--- src/rtl/wallace_mul_pipe_pkg.sv ---
// Shared row type and compile-time helpers for the pipelined Wallace multiplier:
// Wallace depth for n rows and the split of CSA levels across pipeline stages.
package wallace_pkg;

    localparam int MAX_WIDTH = 32;

    typedef logic [2*MAX_WIDTH-1:0] pp_row_t;

    // One Wallace level turns every full group of three rows into two.
    function automatic int rows_after(input int n);
        return 2 * (n / 3) + n % 3;
    endfunction

    function automatic int rows_at_level(input int w, input int lvl);
        int n;
        n = w;
        for (int l = 0; l < lvl; l++) begin
            if (n > 2) n = rows_after(n);
        end
        return n;
    endfunction

    function automatic int csa_levels(input int w);
        int n;
        int l;
        n = w;
        l = 0;
        while (n > 2) begin
            n = rows_after(n);
            l++;
        end
        return l;
    endfunction

    function automatic int first_half(input int w);
        return (csa_levels(w) + 1) / 2;
    endfunction

    // Stage 1 takes the first half of the levels; the rest spread evenly over stages 2..p.
    function automatic int stage_lvl_lo(input int w, input int p, input int s);
        int h;
        h = first_half(w);
        if (p == 1 || s == 1) return 0;
        return h + ((s - 2) * (csa_levels(w) - h)) / (p - 1);
    endfunction

    function automatic int stage_lvl_hi(input int w, input int p, input int s);
        int h;
        h = first_half(w);
        if (p == 1) return csa_levels(w);
        if (s == 1) return h;
        return h + ((s - 1) * (csa_levels(w) - h)) / (p - 1);
    endfunction

endpackage

--- src/rtl/wallace_mul_pipe_if.sv ---
// Operand/product bus of the pipelined Wallace multiplier.
interface wallace_mul_pipe_if #(
    parameter int WIDTH = 8
);
    // Valid/ready: a beat moves when valid & ready are both high at a rising edge;
    // a source holds valid and its payload stable until that happens, and ready
    // never depends on valid of the same side.
    logic               in_valid;
    logic               in_ready;
    logic [WIDTH-1:0]   a;
    logic [WIDTH-1:0]   b;
    logic               is_signed;
    logic               out_valid;
    logic               out_ready;
    logic [2*WIDTH-1:0] product;

    modport master (
        output in_valid, a, b, is_signed, out_ready,
        input  in_ready, out_valid, product
    );

    modport slave (
        input  in_valid, a, b, is_signed, out_ready,
        output in_ready, out_valid, product
    );
endinterface

--- src/rtl/wallace_mul_pipe_csa_tree.sv ---
// Combinational carry-save compression of partial-product rows over Wallace
// levels [LEVEL_LO, LEVEL_HI); an empty range is a plain pass-through.
module wallace_csa_tree
    import wallace_pkg::*;
#(
    parameter int WIDTH    = 8,
    parameter int LEVEL_LO = 0,
    parameter int LEVEL_HI = 1
) (
    input  logic [rows_at_level(WIDTH, LEVEL_LO)-1:0][2*WIDTH-1:0] rows_in,
    output logic [rows_at_level(WIDTH, LEVEL_HI)-1:0][2*WIDTH-1:0] rows_out
);
    localparam int RW  = 2 * WIDTH;
    localparam int NLV = LEVEL_HI - LEVEL_LO;

    for (genvar k = 0; k < NLV; k++) begin : g_lvl
        localparam int NI = rows_at_level(WIDTH, LEVEL_LO + k);
        localparam int NO = rows_at_level(WIDTH, LEVEL_LO + k + 1);
        localparam int NG = NI / 3;

        logic [NI-1:0][RW-1:0] src;
        logic [NO-1:0][RW-1:0] dst;

        if (k == 0) begin : g_first
            assign src = rows_in;
        end else begin : g_next
            assign src = g_lvl[k-1].dst;
        end

        // Each group is a row of 3:2 full adders; the carry row moves up one column.
        for (genvar g = 0; g < NG; g++) begin : g_csa
            assign dst[2*g]   = src[3*g] ^ src[3*g+1] ^ src[3*g+2];
            assign dst[2*g+1] = ((src[3*g] & src[3*g+1]) |
                                 (src[3*g] & src[3*g+2]) |
                                 (src[3*g+1] & src[3*g+2])) << 1;
        end

        for (genvar r = 0; r < NI - 3*NG; r++) begin : g_pass
            assign dst[2*NG + r] = src[3*NG + r];
        end
    end

    if (NLV == 0) begin : g_bypass
        assign rows_out = rows_in;
    end else begin : g_tail
        assign rows_out = g_lvl[NLV-1].dst;
    end

endmodule

--- src/rtl/wallace_mul_pipe.sv ---
// Pipelined WIDTH x WIDTH Wallace-tree multiplier with a globally stalled pipe.
// Define WALLACE_MUL_SIGNED_EN to add Baugh-Wooley signed operands selected by is_signed.
module wallace_mul_pipe
    import wallace_pkg::*;
#(
    parameter int WIDTH       = 8,
    parameter int PIPE_STAGES = 3
) (
    input logic             clk,
    input logic             rst_n,
    wallace_mul_pipe_if.slave bus
);
    localparam int RW = 2 * WIDTH;

    logic                   advance;
    logic                   out_valid;
    logic [WIDTH-1:0][RW-1:0] pp;

`ifdef WALLACE_MUL_SIGNED_EN
    logic sgn;
    assign sgn = bus.is_signed;
`else
    logic unused_sign;
    assign unused_sign = bus.is_signed;
`endif

    // Row i holds a & b[i] shifted to column i; constants fit into free columns of row 0.
    always_comb begin
        pp = '0;
        for (int i = 0; i < WIDTH; i++) begin
            for (int j = 0; j < WIDTH; j++) begin
                pp[i][i+j] = bus.a[j] & bus.b[i];
`ifdef WALLACE_MUL_SIGNED_EN
                if (sgn && ((i == WIDTH-1) != (j == WIDTH-1)))
                    pp[i][i+j] = ~(bus.a[j] & bus.b[i]);
`endif
            end
        end
`ifdef WALLACE_MUL_SIGNED_EN
        if (sgn) begin
            pp[0][WIDTH] = 1'b1;
            pp[0][RW-1]  = 1'b1;
        end
`endif
    end

    for (genvar s = 1; s <= PIPE_STAGES; s++) begin : g_st
        localparam int LO = stage_lvl_lo(WIDTH, PIPE_STAGES, s);
        localparam int HI = stage_lvl_hi(WIDTH, PIPE_STAGES, s);
        localparam int NI = rows_at_level(WIDTH, LO);
        localparam int NO = rows_at_level(WIDTH, HI);

        logic                  prev_v;
        logic                  v_q;
        logic [NI-1:0][RW-1:0] d_in;
        logic [NO-1:0][RW-1:0] d_out;

        if (s == 1) begin : g_src_in
            assign prev_v = bus.in_valid;
            assign d_in   = pp;
        end else begin : g_src_reg
            assign prev_v = g_st[s-1].v_q;
            assign d_in   = g_st[s-1].g_reg.q;
        end

        wallace_csa_tree #(
            .WIDTH    (WIDTH),
            .LEVEL_LO (LO),
            .LEVEL_HI (HI)
        ) u_tree (
            .rows_in  (d_in),
            .rows_out (d_out)
        );

        always_ff @(posedge clk) begin
            if (!rst_n)       v_q <= 1'b0;
            else if (advance) v_q <= prev_v;
        end

        // Data only loads behind a valid beat, so bubbles leave the last result in place.
        if (s < PIPE_STAGES) begin : g_reg
            logic [NO-1:0][RW-1:0] q;
            always_ff @(posedge clk) begin
                if (!rst_n)                 q <= '0;
                else if (advance && prev_v) q <= d_out;
            end
        end else begin : g_out
            logic [RW-1:0] p_q;
            always_ff @(posedge clk) begin
                if (!rst_n)                 p_q <= '0;
                else if (advance && prev_v) p_q <= d_out[0] + d_out[1];
            end
        end
    end

    assign out_valid     = g_st[PIPE_STAGES].v_q;
    assign advance       = !out_valid || bus.out_ready;
    assign bus.in_ready  = advance;
    assign bus.out_valid = out_valid;
    assign bus.product   = g_st[PIPE_STAGES].g_out.p_q;

endmodule

--- src/flat_wrapper.sv ---
// flat-port wrapper written by rule: the top's interface ports become plain ports
module wallace_mul_pipe_flat import wallace_pkg::*;
#(
    parameter int WIDTH       = 8,
    parameter int PIPE_STAGES = 3
)
  (clk, rst_n, bus_in_valid, bus_a, bus_b, bus_is_signed, bus_out_ready, bus_in_ready, bus_out_valid, bus_product);
  wallace_mul_pipe_if #(.WIDTH(WIDTH)) bus_i ();
  input logic clk;
  input logic rst_n;
  input wire logic [$bits(bus_i.in_valid)-1:0] bus_in_valid;
  input wire logic [$bits(bus_i.a)-1:0] bus_a;
  input wire logic [$bits(bus_i.b)-1:0] bus_b;
  input wire logic [$bits(bus_i.is_signed)-1:0] bus_is_signed;
  input wire logic [$bits(bus_i.out_ready)-1:0] bus_out_ready;
  output wire logic [$bits(bus_i.in_ready)-1:0] bus_in_ready;
  output wire logic [$bits(bus_i.out_valid)-1:0] bus_out_valid;
  output wire logic [$bits(bus_i.product)-1:0] bus_product;
  assign bus_i.in_valid = bus_in_valid;
  assign bus_i.a = bus_a;
  assign bus_i.b = bus_b;
  assign bus_i.is_signed = bus_is_signed;
  assign bus_i.out_ready = bus_out_ready;
  assign bus_in_ready = bus_i.in_ready;
  assign bus_out_valid = bus_i.out_valid;
  assign bus_product = bus_i.product;
  wallace_mul_pipe #(.WIDTH(WIDTH), .PIPE_STAGES(PIPE_STAGES)) u_core (.clk(clk), .rst_n(rst_n), .bus(bus_i));
endmodule
--- config.mk ---
export PLATFORM = sky130hd
export DESIGN_NAME = wallace_mul_pipe_flat
export DESIGN_NICKNAME = d
export VERILOG_FILES = /design/src/rtl/wallace_mul_pipe_pkg.sv /design/src/rtl/wallace_mul_pipe_if.sv /design/src/rtl/wallace_mul_pipe_csa_tree.sv /design/src/rtl/wallace_mul_pipe.sv /design/src/flat_wrapper.sv
export SDC_FILE = /design/constraint.sdc
export NUM_CORES = 1
export LEC_CHECK = 0
export ABC_AREA = 0
export CAP_MARGIN = 10
export CORE_UTILIZATION = 61
export CTS_CLUSTER_DIAMETER = 100
export DETAILED_ROUTE_END_ITERATION = 8
export PLACE_DENSITY_LB_ADDON = 0.2
export SYNTH_ARGS = -nofsm -noshare
export SYNTH_HDL_FRONTEND = slang
export SYNTH_SLANG_ARGS = --single-unit
--- constraint.sdc ---
create_clock -name clk -period 4.5 [get_ports clk]
set_input_delay 0.9 -clock clk [delete_from_list [all_inputs] [get_ports clk]]
set_output_delay 0.9 -clock clk [all_outputs]
set_load 0.01 [all_outputs]
Word-level counts from Yosys, hierarchy flattened
Cells that the tools add are included.
{"block": "word_totals", "elab_cells": 123, "output_inout_bits": 18, "inputBits": 21, "ff_bits": 126}
{"block": "op_classes", "add_sub_neg": 1, "bitwise_logic": 106, "reduce_logical": 5}
{"op": "$and A15 B15 Y15", "n": 6}
{"op": "$or A15 B15 Y15", "n": 6}
{"op": "$and A1 B1 Y1", "n": 64}
{"op": "$xor A16 B16 Y16", "n": 3}
{"op": "$and A14 B15 Y15", "n": 2}
{"op": "$and A11 B13 Y13", "n": 2}
{"op": "$add A16 B16 Y16", "n": 1}
{"op": "$xor A16 B13 Y16", "n": 1}
{"op": "$xor A16 B15 Y16", "n": 1}
{"op": "$and A15 B11 Y15", "n": 1}
{"op": "$and A15 B13 Y15", "n": 1}
{"op": "$or A14 B15 Y15", "n": 1}
{"op": "$or A15 B13 Y15", "n": 1}
{"op": "$xor A14 B15 Y15", "n": 1}
{"op": "$and A14 B14 Y14", "n": 1}
{"op": "$xor A14 B14 Y14", "n": 1}
{"op": "$and A12 B13 Y13", "n": 1}
{"op": "$or A12 B13 Y13", "n": 1}
{"op": "$or A13 B13 Y13", "n": 1}
{"op": "$xor A12 B13 Y13", "n": 1}
{"op": "$and A11 B12 Y12", "n": 1}
{"op": "$xor A11 B12 Y12", "n": 1}
{"op": "$xor A10 B11 Y11", "n": 1}
{"op": "$and A8 B10 Y10", "n": 1}
{"op": "9 further kinds", "n": 11}

Depth between registers and ports, before layout
Gate-level depths: netlist (run 1).
{"block": "depth", "depth_word": 7, "ltp_mapped": 8, "ltp_nobuf": 8}

Cells and area by module
A second synthesis (run 1) with hierarchy kept.
{"block": "unflattened", "hier_cells": 969, "area_unflattened_um2": 8419.3}
{"module": "wallace_mul_pipe", "seq_area_each_um2": 2622.5, "cells_per_inst": 709, "instances": 1, "area_per_inst_um2": 5821.8}
{"module": "wallace_csa_tree (u_core.g_st[1].u_tree)", "seq_area_each_um2": 0.0, "cells_per_inst": 208, "instances": 1, "area_per_inst_um2": 1806.7}
{"module": "wallace_csa_tree (u_core.g_st[2].u_tree)", "seq_area_each_um2": 0.0, "cells_per_inst": 34, "instances": 1, "area_per_inst_um2": 455.4}
{"module": "wallace_csa_tree (u_core.g_st[3].u_tree)", "seq_area_each_um2": 0.0, "cells_per_inst": 18, "instances": 1, "area_per_inst_um2": 335.3}

Worst setup path after synthesis (run 1)
No wires, ideal clock.
{"block": "synth_timing", "kind": "input to register", "start": "input port bus_b[0]", "end": "register u_core.g_st[1].g_reg.q[3] in the netlist's numbering", "setup_slack_ps": 2179, "n_path_buf": 0, "path_stages": 5, "t_arrival_ps": 2245, "setup_time_ps": 76, "t_required_ps": 4424, "path_cell_list": "and2_1 -> fa_1 -> fa_1 -> nand2_1 -> a21boi_0"}
{"item": "start: declaration", "line": "flat_wrapper.sv:13", "text": "input wire logic [$bits(bus_i.b)-1:0] bus_b;"}
{"item": "end signal: assignment", "line": "wallace_mul_pipe.sv:85", "text": "else if (advance && prev_v) q <= d_out;"}
{"item": "end: declaration", "line": "wallace_mul_pipe.sv:82", "text": "logic [NO-1:0][RW-1:0] q;"}

Final worst setup path (run 1)
{"block": "layout_timing", "start": "input port bus_out_ready", "end": "output port bus_in_ready"}
{"block": "layout_via", "elab_chain_len": 1}
{"item": "start: declaration", "line": "flat_wrapper.sv:15", "text": "input wire logic [$bits(bus_i.out_ready)-1:0] bus_out_ready;"}
{"item": "$logic_or A1 B1 Y1", "line": "wallace_mul_pipe.sv:97", "text": "assign advance = !out_valid || bus.out_ready;"}
{"item": "end: declaration", "line": "flat_wrapper.sv:16", "text": "output wire logic [$bits(bus_i.in_ready)-1:0] bus_in_ready;"}
Every way passes these cells.

==> results of run 1 <==
==> stage by stage <==
| step | hold WS [ps] | instance area (sq um) | utilization, % |
|---|---|---|---|
| after floorplan | 431 | 5070 | - |
| after global routing | 468 | 5650 | 71.7 |
| after CTS | 449 | 5650 | 71.7 |
| after global placement | 444 | 5430 | 68.8 |
| final | 447 | 5650 | 71.7 |
| after detailed placement | 442 | 5430 | 68.8 |
==> area by class of cell <==
type                            count  area, sq um  area share (%)
Timing Repair Buffer               40          388            6.86
Clock buffer                       10          138            2.43
Sequential cell                    91         1820            32.2
Tap cell                          102          128            2.26
Clock inverter                      6         88.8            1.57
Inverter                           14         52.6           0.930
Multi-Input combinational cell    427         3040            53.7
==> layout by cell type (no fill, tap or decap), types with 2 or more instances in the layout <==
cell type,netlist,routed
nand2_1,181,181
dfxtp_1,91,91
a21boi_0,76,76
and2_1,46,46
fa_1,39,39
clkdlybuf4s50_1,0,36
ha_1,25,25
inv_1,14,14
nand3_1,12,12
clkbuf_8,1,10
o21ai_0,9,9
a21oi_1,6,6
xnor2_1,5,5
a21boi_1,4,4
a31oi_1,3,3
xor2_1,3,3
o211a_1,3,3
buf_4,1,3
a21o_1,2,2
clkinvlp_4,0,2
bufinv_16,0,2
==> path summary, 6_finish.rpt <==
check	endpoint	slack, ps	cells after the start
worst max-delay path	bus_in_ready	1350	4
worst min-delay path	u_core.g_st[2].g_reg.q[43]$_SDFFE_PN0P_	450	2
worst max register to register	u_core.bus.product[13]$_SDFFE_PN0P_	2140	7
worst min register to register	u_core.g_st[2].g_reg.q[43]$_SDFFE_PN0P_	450	2
==> where the power goes <==
group          internal (mW)  total [mW]  leakage [nW]  switching [mW]
Sequential             0.839       0.863         0.739          0.0238
Combinational          0.106       0.247          1.46           0.141
Clock                  0.328       0.614         0.108           0.286
Total                   1.27        1.72          2.31           0.451
==> per-layer routing <==
layer,track usage (%),vias to the layer above,wire [um]
met5,0,-,0
met4,9.74,0,116
met3,4.31,13,433
met2,37.9,92,4230
met1,33.4,1718,4600
li1,-,1863,-
==> Yosys cell counts (2+ instances only) <==
| cell type | instances | share of area (%) |
|---|---|---|
| dfxtp_1 | 91 | 36 |
| buf_2 | 12 | 1.2 |
| nand3_1 | 12 | 1.2 |
| xor2_1 | 3 | 0.52 |
| fa_1 | 39 | 15 |
| o21ai_0 | 9 | 0.89 |
| a21o_1 | 2 | 0.30 |
| nand2_1 | 181 | 13 |
| a21boi_1 | 4 | 0.59 |
| xnor2_1 | 5 | 0.86 |
| and2_1 | 46 | 5.7 |
| clkbuf_1 | 12 | 0.89 |
| ha_1 | 25 | 6.2 |
| a31oi_1 | 3 | 0.37 |
| inv_1 | 14 | 1.0 |
| a21oi_1 | 6 | 0.59 |
| a21boi_0 | 76 | 11 |
| o211a_1 | 3 | 0.59 |
==> cells by family (layout without fill, tap and decap cells) <==
group,after synthesis,count (layout),share of synthesized area (%)
AND/OR/NAND/NOR,245,245,21.2
AO/OA/AOI/OAI,110,110,15.8
flip-flops,91,91,36.0
adder cells (fa/ha/maj),64,64,21.6
buffers and inverters,42,70,4.12
XOR/XNOR,8,8,1.38
==> sequential cells by signal (all words and copies together) (netlist names) <==
signal / flops
u_core.g_st.g_reg.q: 72
u_core.bus.product: 16
u_core.g_st.v_q: 2
u_core.bus.out_valid: 1
==> tightest hold or removal path, cell delays in order, from the launching register on <==
cell	delay [ps]
dfxtp_1	310
nand2_1	50
a21boi_1	50
==> metrics.md, run 1 <==
| Metric | Value |
|---|---|
| Syn avg cell area | 9.05 sq um |
| Fillers | 630 |
| Post-CTS Setup Inserts | 0 |
| Initial antenna violation count | 0 |
| Register area share after synthesis | 36.0% |
| Placed Cells | 674 |
| CTS root buffer | clkbuf_8 |
| Final worst setup slack | 1350 ps |
| Routed Antenna Nets | 0 |
| Pwr dens | 305 nW/um^2 |
| Die ar. | 8680 sq um |
| Pin slew with the least headroom to its limit | 1150 ps |
| PostCTS Resize Cnt | 0 |
| Max Fanout on Critical Path | 7 |
| Max clock buf depth | 2 |
| Overflow after GRT | 0 |
| Crit path from | bus_out_ready |
| Arr. time, crit path | 2250 ps |
| DR DRC count | 0 |
| Main flop type after synthesis | dfxtp_1 |
| Period utilization | 69.9% |
| Status | finished, final reports clean |
| Layout cells sized above 1 | 4.25% |
| Total GRT Usage | 24.3% |
| Yosys cell types | 35 |
| Core area | 7890 sq um |
| CP Capture Type | primary output |
| Number of I/O port buffers | 37 |
| Row cnt | 32 |
| Initial DRC Count | 163 |
| Worst-path clk slew | 90 ps |
| Critical path buffers and inverters | 3 |
| Final Hold Viols | 0 |
| Die Wd | 93.1 um |
| HP Class | flip-flop to flip-flop |
| Most used cell, CP | clkdlybuf4s50_1 |
| 1st-pass router iterations | 5 |
| Per-cell routed wire length | 13.6 um |
| Vias in the first global route | 3636 |
| First-pass GRT wire length | 16600 um |
| Max-cap viol count | 0 |
| Async set-reset flop share out of synthesis | 0% |
| Starting Density | 64.2% |
| CP Cell Sequence | clkdlybuf4s50_1 -> nor2b_1 -> inv_1 -> clkdlybuf4s50_1 |
| Clock latency on the worst-skew pair | 360 ps |
| Fin cells | 690 |
| Slew headroom | 23.3% |
| Worst hold start | u_core.g_st[1].g_reg.q[59]$_SDFFE_PN0P_ |
| TritonCTS Buffers | 9 |
| Routed WL | 9380 um |
| Synth Instances | 560 |
| I/O pin cnt | 39 |
| Worst stage delay on the critical path | 510 ps |
| Period minus WS final | 3150 ps |
| Final nets | 668 |
| FMAX | 318 MHz |
| Area growth, synth to finish | 11.6% |
| Critical path type | input pin to primary output |
| Worst r2r src | u_core.g_st[2].g_reg.q[10]$_SDFFE_PN0P_ |
| Worst VDD drop | 0.134 mV |
| H-tree level count | 3 |
| Die height | 93.1 um |
| Leak | 2.31 nW |
| Syn nets | 645 |
| Critical Path Slowest Stage Cell | clkdlybuf4s50_1 |
| Final setup viols | 0 |
| Clk_skew | 10.5 ps |
| Total negative slack | 0 ps |
| Design Power | 1.72 mW |
| CTS Hold Bufs | 0 |
| Ys Warns | 0 |
| Via density | 5.34 |
| RSZ-0062 raised after global routing | false |
| Slew Viols, Final | 0 |
| CTS tree | yes |
| EDFF count, synth | 0 |
| DP Worst Slack | 1380 ps |
| Placer Congestion | 0.867 |
| Total number of vias | 3686 |
| CTS Sinks | 91 |
| Delay-heaviest family, CP | buffers and inverters |
| Synth Register Bits | 91 |
| WP data required | 3600 ps |
| Worst setup SP type | input pin |
| Diodes inserted | 0 |
| Mapped cell area | 5070 sq um |
| Largest net degree at the start of global routing | 70 |
| Post-DP HPWL | 6770 um |
No activity file was read; power rests on OpenSTA's default activity.
==> run 2: changes to the inputs <==
--- a/config.mk
+++ b/config.mk
@@ -7,7 +7,7 @@
 export LEC_CHECK = 0
 export ABC_AREA = 0
 export CAP_MARGIN = 10
-export CORE_UTILIZATION = 61
+export CORE_UTILIZATION = 59
 export CTS_CLUSTER_DIAMETER = 100
 export DETAILED_ROUTE_END_ITERATION = 8
 export PLACE_DENSITY_LB_ADDON = 0.2
==> constraint.sdc (replaced) <==
create_clock -name clk -period 3.05 [get_ports clk]
set_input_delay 0.61 -clock clk [delete_from_list [all_inputs] [get_ports clk]]
set_output_delay 0.61 -clock clk [all_outputs]
set_load 0.01 [all_outputs]
==> run 2 against run 1 <==
  * Flip-flop and latch count unchanged
  * Worst hold slack worse by 0.84 ps
  * Core utilization decreased by 3.1 points
  * Clock-buffer cell count is the same
  * Critical path depth is the same
  * Via count is 0.79% higher
  * Final area up 0.11%
  * Die area rose by 3.3%
  * Non-clock buffer count up 1
  * Sequential share of layout area about the same
  * Cell count up 0.58%
  * Register-to-register slack worse by 1500 ps
  * Highest routed layer unchanged
==> metrics.md, run 2 (synthesis gave the netlist of run 1 again) <==
| Metric | Value |
|---|---|
| Final nets | 669 (+0.15%) |
| Final Hold Viols | 0 (unchanged) |
| Worst Hold Endpoint | u_core.g_st[2].g_reg.q[43]$_SDFFE_PN0P_ |
| Worst setup SP type | input pin |
| PostCTS Resize Cnt | 0 (unchanged) |
| Max-cap viol count | 0 (unchanged) |
| Routed WL | 9710 um (+3.5%) |
| Most common cell after layout, fill and taps aside | nand2_1 |
| Total GRT Usage | 23.9% (-0.37 points) |
| WP data required | 2440 ps (-1160 ps) |
| Pin slew with the least headroom to its limit | 1120 ps (-29.3 ps) |
| Worst hold start | u_core.g_st[1].g_reg.q[59]$_SDFFE_PN0P_ |
| Arr. time, crit path | 2010 ps (-240 ps) |
| Starting Density | 61.4% (-2.9 points) |
| Most frequent cells in the layout | 181 x nand2_1, 91 x dfxtp_1, 76 x a21boi_0, 46 x and2_1, 39 x fa_1 |
| Die ar. | 8960 sq um (+3.3%) |
| Initial DRC Count | 156 (-4.3%) |
| Post-CTS Setup Inserts | 0 (unchanged) |
| Vias in the first global route | 3678 (+1.2%) |
| Period utilization | 85.9% |
| Placer Congestion | 0.868 (+0.13%) |
| RSZ-0062 raised after global routing | false |
| Slew Viols, Final | 0 (unchanged) |
| CTS Hold Bufs | 0 (unchanged) |
| R2R depth | 7 (unchanged) |
| Clock latency on the worst-skew pair | 360 ps (about the same) |
| Row cnt | 33 (+3.1%) |
| Core area | 8260 sq um (+4.7%) |
| Leak | 2.31 nW (about the same) |
| Reg2reg end | u_core.bus.product[13]$_SDFFE_PN0P_ |
| Diodes inserted | 0 (unchanged) |
| TritonCTS Buffers | 9 (unchanged) |
| Clk_skew | 11.1 ps (+0.611 ps) |
| I/O pin cnt | 39 (unchanged) |
| Period minus WS final | 2620 ps |
| Via density | 5.35 (+0.21%) |
| CTS root buffer | clkbuf_8 |
| Max FFs per register | 72 (unchanged) |
| Final worst setup slack | 430 ps (-922 ps) |
| CTS tree | yes |
| Pwr dens | 439 nW/um^2 (+44%) |
| Hold depth | 2 (unchanged) |
| H-tree level count | 3 (unchanged) |
| Fillers | 700 (+11%) |
| Number of I/O port buffers | 37 (unchanged) |
| Worst VDD drop | 0.266 mV (+99%) |
| Worst-path clk slew | 100 ps (about the same) |
| Fin area | 5660 sq um (+0.11%) |
| CTS Sinks | 91 (unchanged) |
| Initial antenna violation count | 0 (unchanged) |
| Final setup viols | 0 (unchanged) |
| Critical path type | input pin to primary output |
| HP Class | flip-flop to flip-flop |
| Die Wd | 94.7 um (+1.6%) |
| Most flops, register | u_core.g_st.g_reg.q |
| Max clock buf depth | 2 (unchanged) |
| Overflow after GRT | 0 (unchanged) |
| Layout cells sized above 1 | 4.41% (+0.16 points) |
| First-pass GRT wire length | 16900 um (+1.9%) |
| Routed Antenna Nets | 0 (unchanged) |
| CP Capture Type | primary output |
| 1st-pass router iterations | 4 (-1) |
| FMAX | 382 MHz |
| Slew headroom | 25.2% (+2.0 points) |
| Reg2reg setup slack | 690 ps (-1450 ps) |
| DR DRC count | 0 (unchanged) |
| Total number of vias | 3715 (+0.79%) |
| Dpl cell area | 5450 sq um (+0.44%) |
| DP Worst Slack | 246 ps (-1130 ps) |
| Max Fanout on Critical Path | 7 (unchanged) |
| Post-DP HPWL | 7280 um (+7.4%) |
| Worst r2r src | u_core.g_st[2].g_reg.q[10]$_SDFFE_PN0P_ |
| Total negative slack | 0 ps (unchanged) |
| Area growth, synth to finish | 11.7% |
| Die height | 94.7 um (+1.6%) |
| Per-cell routed wire length | 14.0 um (+2.9%) |
| Largest net degree at the start of global routing | 67 (-4.3%) |
| Status | finished, final reports clean |
==> run 2: through the flow <==
| stage | hold slack (ps) | utilization [%] | cells | total power [mW] |
|---|---|---|---|---|
| 3_5_place_dp | 447 | 66.0 | 678 | 1.66 |
| 4_1_cts | 456 | 68.5 | 694 | 2.50 |
| 2_1_floorplan | 431 | - | 560 | 1.55 |
| 5_1_grt | 477 | 68.5 | 694 | 2.61 |
| 3_3_place_gp | 444 | 66.0 | 678 | 1.65 |
| 6_report | 447 | 68.5 | 694 | 2.48 |
==> run 2: cell type report <==
cell class	count	area [sq um]	share of cell area [%]
Timing Repair Buffer	41	408	7.21
Sequential cell	91	1820	32.2
Inverter	14	52.6	0.929
Multi-Input combinational cell	427	3040	53.7
Clock inverter	6	71.3	1.26
Clock buffer	10	138	2.43
Tap cell	105	131	2.32
==> run 2: how the worst max path moves through the flow <==
stage                                            start                                endpoint  slack [ps]
6_report                                 bus_out_ready                            bus_in_ready         430
5_1_grt                                  bus_out_ready                            bus_in_ready         350
4_1_cts                                  bus_out_ready                            bus_in_ready         430
3_5_place_dp                             bus_out_ready  u_core.g_st[2].g_reg.q[5]$_SDFFE_PN0P_         250
3_3_place_gp                                  bus_b[5]  u_core.g_st[1].g_reg.q[7]$_SDFFE_PN0P_         300
2_1_floorplan  u_core.g_st[2].g_reg.q[10]$_SDFFE_PN0P_     u_core.bus.product[13]$_SDFFE_PN0P_         890
==> run 2: worst max-delay path, stage by stage <==
cell and delay, ps:
clkdlybuf4s50_1 400, nor2b_1 270, inv_1 210, clkdlybuf4s50_1 520
==> run 2: where the power goes <==
group          total, mW  internal (mW)  switching [mW]
Clock              0.843          0.410           0.433
Sequential          1.27           1.24          0.0361
Combinational      0.366          0.158           0.207
==> run 2: routing by layer <==
metal	GRT usage, %	part of all wire (%)	vias to the layer above
li1	-	-	1870
met1	32.8	50	1761
met2	39.4	47	77
met3	3.14	2.7	7
met4	7.07	1.0	0
met5	0	0	-
==> run 3: changes to the inputs <==
--- a/config.mk
+++ b/config.mk
@@ -7,9 +7,9 @@
 export LEC_CHECK = 0
 export ABC_AREA = 0
 export CAP_MARGIN = 10
-export CORE_UTILIZATION = 59
-export CTS_CLUSTER_DIAMETER = 100
+export CORE_UTILIZATION = 61
 export DETAILED_ROUTE_END_ITERATION = 8
+export DONT_BUFFER_PORTS = 1
 export PLACE_DENSITY_LB_ADDON = 0.2
 export SYNTH_ARGS = -nofsm -noshare
 export SYNTH_HDL_FRONTEND = slang
==> run 3 against run 2 <==
  * Cell count decreased by 5.9%
  * Highest routed layer unchanged
  * Largest power group unchanged
  * Clock power increased by 8.2%
  * Global-route usage grew 0.062 points
  * Critical path depth is 3 higher
==> metrics.md, run 3 (synthesis gave the netlist of run 1 again) <==
| Metric | Value |
|---|---|
| CTS root buffer | clkbuf_8 |
| Net Sw Frac | 25.9% (-1.4 points) |
| Area growth, synth to finish | 4.30% |
| Initial DRC Count | 159 (+1.9%) |
| Delay-heaviest family, CP | adder cells |
| CTS Sinks | 91 (unchanged) |
| Critical path buffers and inverters | 0 (-3) |
| Largest net degree at the start of global routing | 95 (+42%) |
| Worst-path clk slew | 90 ps (about the same) |
| Slew Viols, Final | 0 (unchanged) |
| Worst Hold Endpoint | u_core.bus.out_valid$_SDFFE_PN0N_ |
| RSZ-0062 raised after global routing | false |
| M1 WL | 4710 um (-1.9%) |
| Per-cell routed wire length | 14.7 um (+4.8%) |
| 1st-pass router iterations | 4 (unchanged) |
| Net Sw Power | 0.644 mW (-4.8%) |
| Most common cell after layout, fill and taps aside | nand2_1 |
| Status | finished, final reports clean |
| Final Hold Viols | 0 (unchanged) |
| Internal power | 1.84 mW (+2.0%) |
| Hold depth | 1 (-1) |
| Row cnt | 32 (-3.0%) |
| CP Cell Sequence | fa_1 -> ha_1 -> a21oi_1 -> o211ai_2 -> a31oi_1 -> or4b_1 -> nand3_1 |
| Clk pwr share | 36.7% (+2.7 points) |
| DR DRC count | 0 (unchanged) |
| CP Capture Type | flip-flop |
| DP Worst Slack | 742 ps (+496 ps) |
| Worst hold start | rst_n |
| PostCTS Resize Cnt | 0 (unchanged) |
| Max Fanout on Critical Path | 4 (-3) |
| First-pass GRT wire length | 16300 um (-3.3%) |
| Metal2 WL | 4400 um (-3.1%) |
| H-tree level count | 3 (unchanged) |
| Total negative slack | 0 ps (unchanged) |
| Diodes inserted | 0 (unchanged) |
| Core area | 7890 sq um (-4.5%) |
| Period utilization | 76.1% (-9.8 points) |
| Worst r2r src | u_core.g_st[2].g_reg.q[7]$_SDFFE_PN0P_ |
| Via density | 5.52 (+3.2%) |
| Reg2reg end | u_core.bus.product[13]$_SDFFE_PN0P_ |
| HP Class | input pin to flip-flop |
| Post-DP HPWL | 6780 um (-6.8%) |
| Dpl cell area | 5060 sq um (-7.1%) |
| Worst setup SP type | flip-flop |
| Reg2reg setup slack | 730 ps (+40 ps) |
| R2R depth | 7 (unchanged) |
| Fin area | 5290 sq um (-6.6%) |
| Total GRT Usage | 24.0% (+0.062 points) |
| Period minus WS final | 2320 ps (-298 ps) |
| Max FFs per register | 72 (unchanged) |
| Fillers | 663 (-5.3%) |
| Worst stage delay on the critical path | 500 ps (-20 ps) |
| Crit path from | u_core.g_st[2].g_reg.q[7]$_SDFFE_PN0P_ |
| Clock latency on the worst-skew pair | 360 ps (about the same) |
| Met3 WL post-DR | 352 um (+35%) |
| Worst VDD drop | 0.202 mV (-24%) |
| Top Layer Used | met4 |
| WP data required | 3340 ps (+900 ps) |
| Starting Density | 64.2% (+2.9 points) |
| Design Power | 2.49 mW (+0.17%) |
| Final nets | 631 (-5.7%) |
| Most frequent cells in the layout | 181 x nand2_1, 91 x dfxtp_1, 76 x a21boi_0, 46 x and2_1, 39 x fa_1 |
| TritonCTS Buffers | 9 (unchanged) |
| CTS Hold Bufs | 0 (unchanged) |
| Arr. time, crit path | 2610 ps (+600 ps) |
| Routed WL | 9580 um (-1.4%) |
| Max clock buf depth | 2 (unchanged) |
| Most flops, register | u_core.g_st.g_reg.q |
| Die ar. | 8680 sq um (-3.2%) |
| Seq pwr share | 51.3% (about the same) |
| Total number of vias | 3607 (-2.9%) |
| Post-CTS Setup Inserts | 0 (unchanged) |
| Die height | 93.1 um (-1.6%) |
| FMAX | 431 MHz (+13%) |
| Initial antenna violation count | 0 (unchanged) |
| Layout cells sized above 1 | 4.17% (-0.24 points) |
| Routed Antenna Nets | 0 (unchanged) |
| Pwr dens | 471 nW/um^2 (+7.3%) |
| CTS tree | yes |
| I/O pin cnt | 39 (unchanged) |
| Die Wd | 93.1 um (-1.6%) |
| Critical Path Slowest Stage Cell | or4b_1 |
| Leak | 2.17 nW (-5.9%) |
| Vias in the first global route | 3543 (-3.7%) |
| Gate power share | 12.1% (-2.6 points) |
| Final worst setup slack | 729 ps (+298 ps) |
| Placer Congestion | 0.848 (-2.4%) |
| Max-cap viol count | 0 (unchanged) |
| Critical path type | flip-flop to flip-flop |
| Slew headroom | 27.0% (+1.8 points) |
| Number of I/O port buffers | 0 (-100%) |
| Clk_skew | 10.7 ps (-0.425 ps) |
| Overflow after GRT | 0 (unchanged) |
| Pin slew with the least headroom to its limit | 1090 ps (-27.0 ps) |
| Final setup viols | 0 (unchanged) |
==> run 3: power by group through the flow <==
stage          Sequential (mW)  Combinational (mW)  Clock, mW
2_1_floorplan             1.29               0.251          0
3_3_place_gp              1.30               0.284          0
3_5_place_dp              1.30               0.298          0
4_1_cts                   1.28               0.301      0.923
5_1_grt                   1.28               0.345      0.982
6_report                  1.28               0.300      0.912
==> run 3: worst register-to-register path: cells and delay by family (launching register included) <==
kind | cells | cell delay (ps)
compound gates | 3 | 500
fa+ha+maj | 2 | 850
flops | 1 | 340
simple gates | 2 | 580
==> run 3: worst max-delay path by stage <==
stage          slack (ps)  cells past startpoint                             endpoint
3_5_place_dp          740                      8  u_core.bus.product[15]$_SDFFE_PN0P_
6_report              730                      7  u_core.bus.product[13]$_SDFFE_PN0P_
4_1_cts               720                      7  u_core.bus.product[13]$_SDFFE_PN0P_
5_1_grt               540                      8  u_core.bus.product[15]$_SDFFE_PN0P_
3_3_place_gp          760                      7  u_core.bus.product[13]$_SDFFE_PN0P_
2_1_floorplan         890                      7  u_core.bus.product[13]$_SDFFE_PN0P_
==> run 3: area by class of cell <==
type                    count  area [sq um]  share of cell area (%)
clock buffers              10           128                    2.41
clock inverters             6          96.3                    1.82
inverters                  14          52.6                   0.994
multi-input cells         427          3040                    57.5
flip-flops and latches     91          1820                    34.5
well taps                 102           128                    2.41
repair buffers              3          22.5                   0.426
==> run 3: routing by layer <==
| metal | GRT usage (%) | vias up |
|---|---|---|
| met3 | 3.74 | 13 |
| li1 | - | 1786 |
| met1 | 33.8 | 1732 |
| met5 | 0 | - |
| met4 | 7.95 | 0 |
| met2 | 37.7 | 76 |
==> run 3: stage by stage <==
stage | util (%) | hold WS (ps) | instances
floorplan | - | 431 | 560
global placement | 64.2 | 443 | 637
detailed placement | 64.2 | 448 | 637
CTS | 67.0 | 370 | 653
global route | 67.0 | 363 | 653
finish | 67.0 | 384 | 653
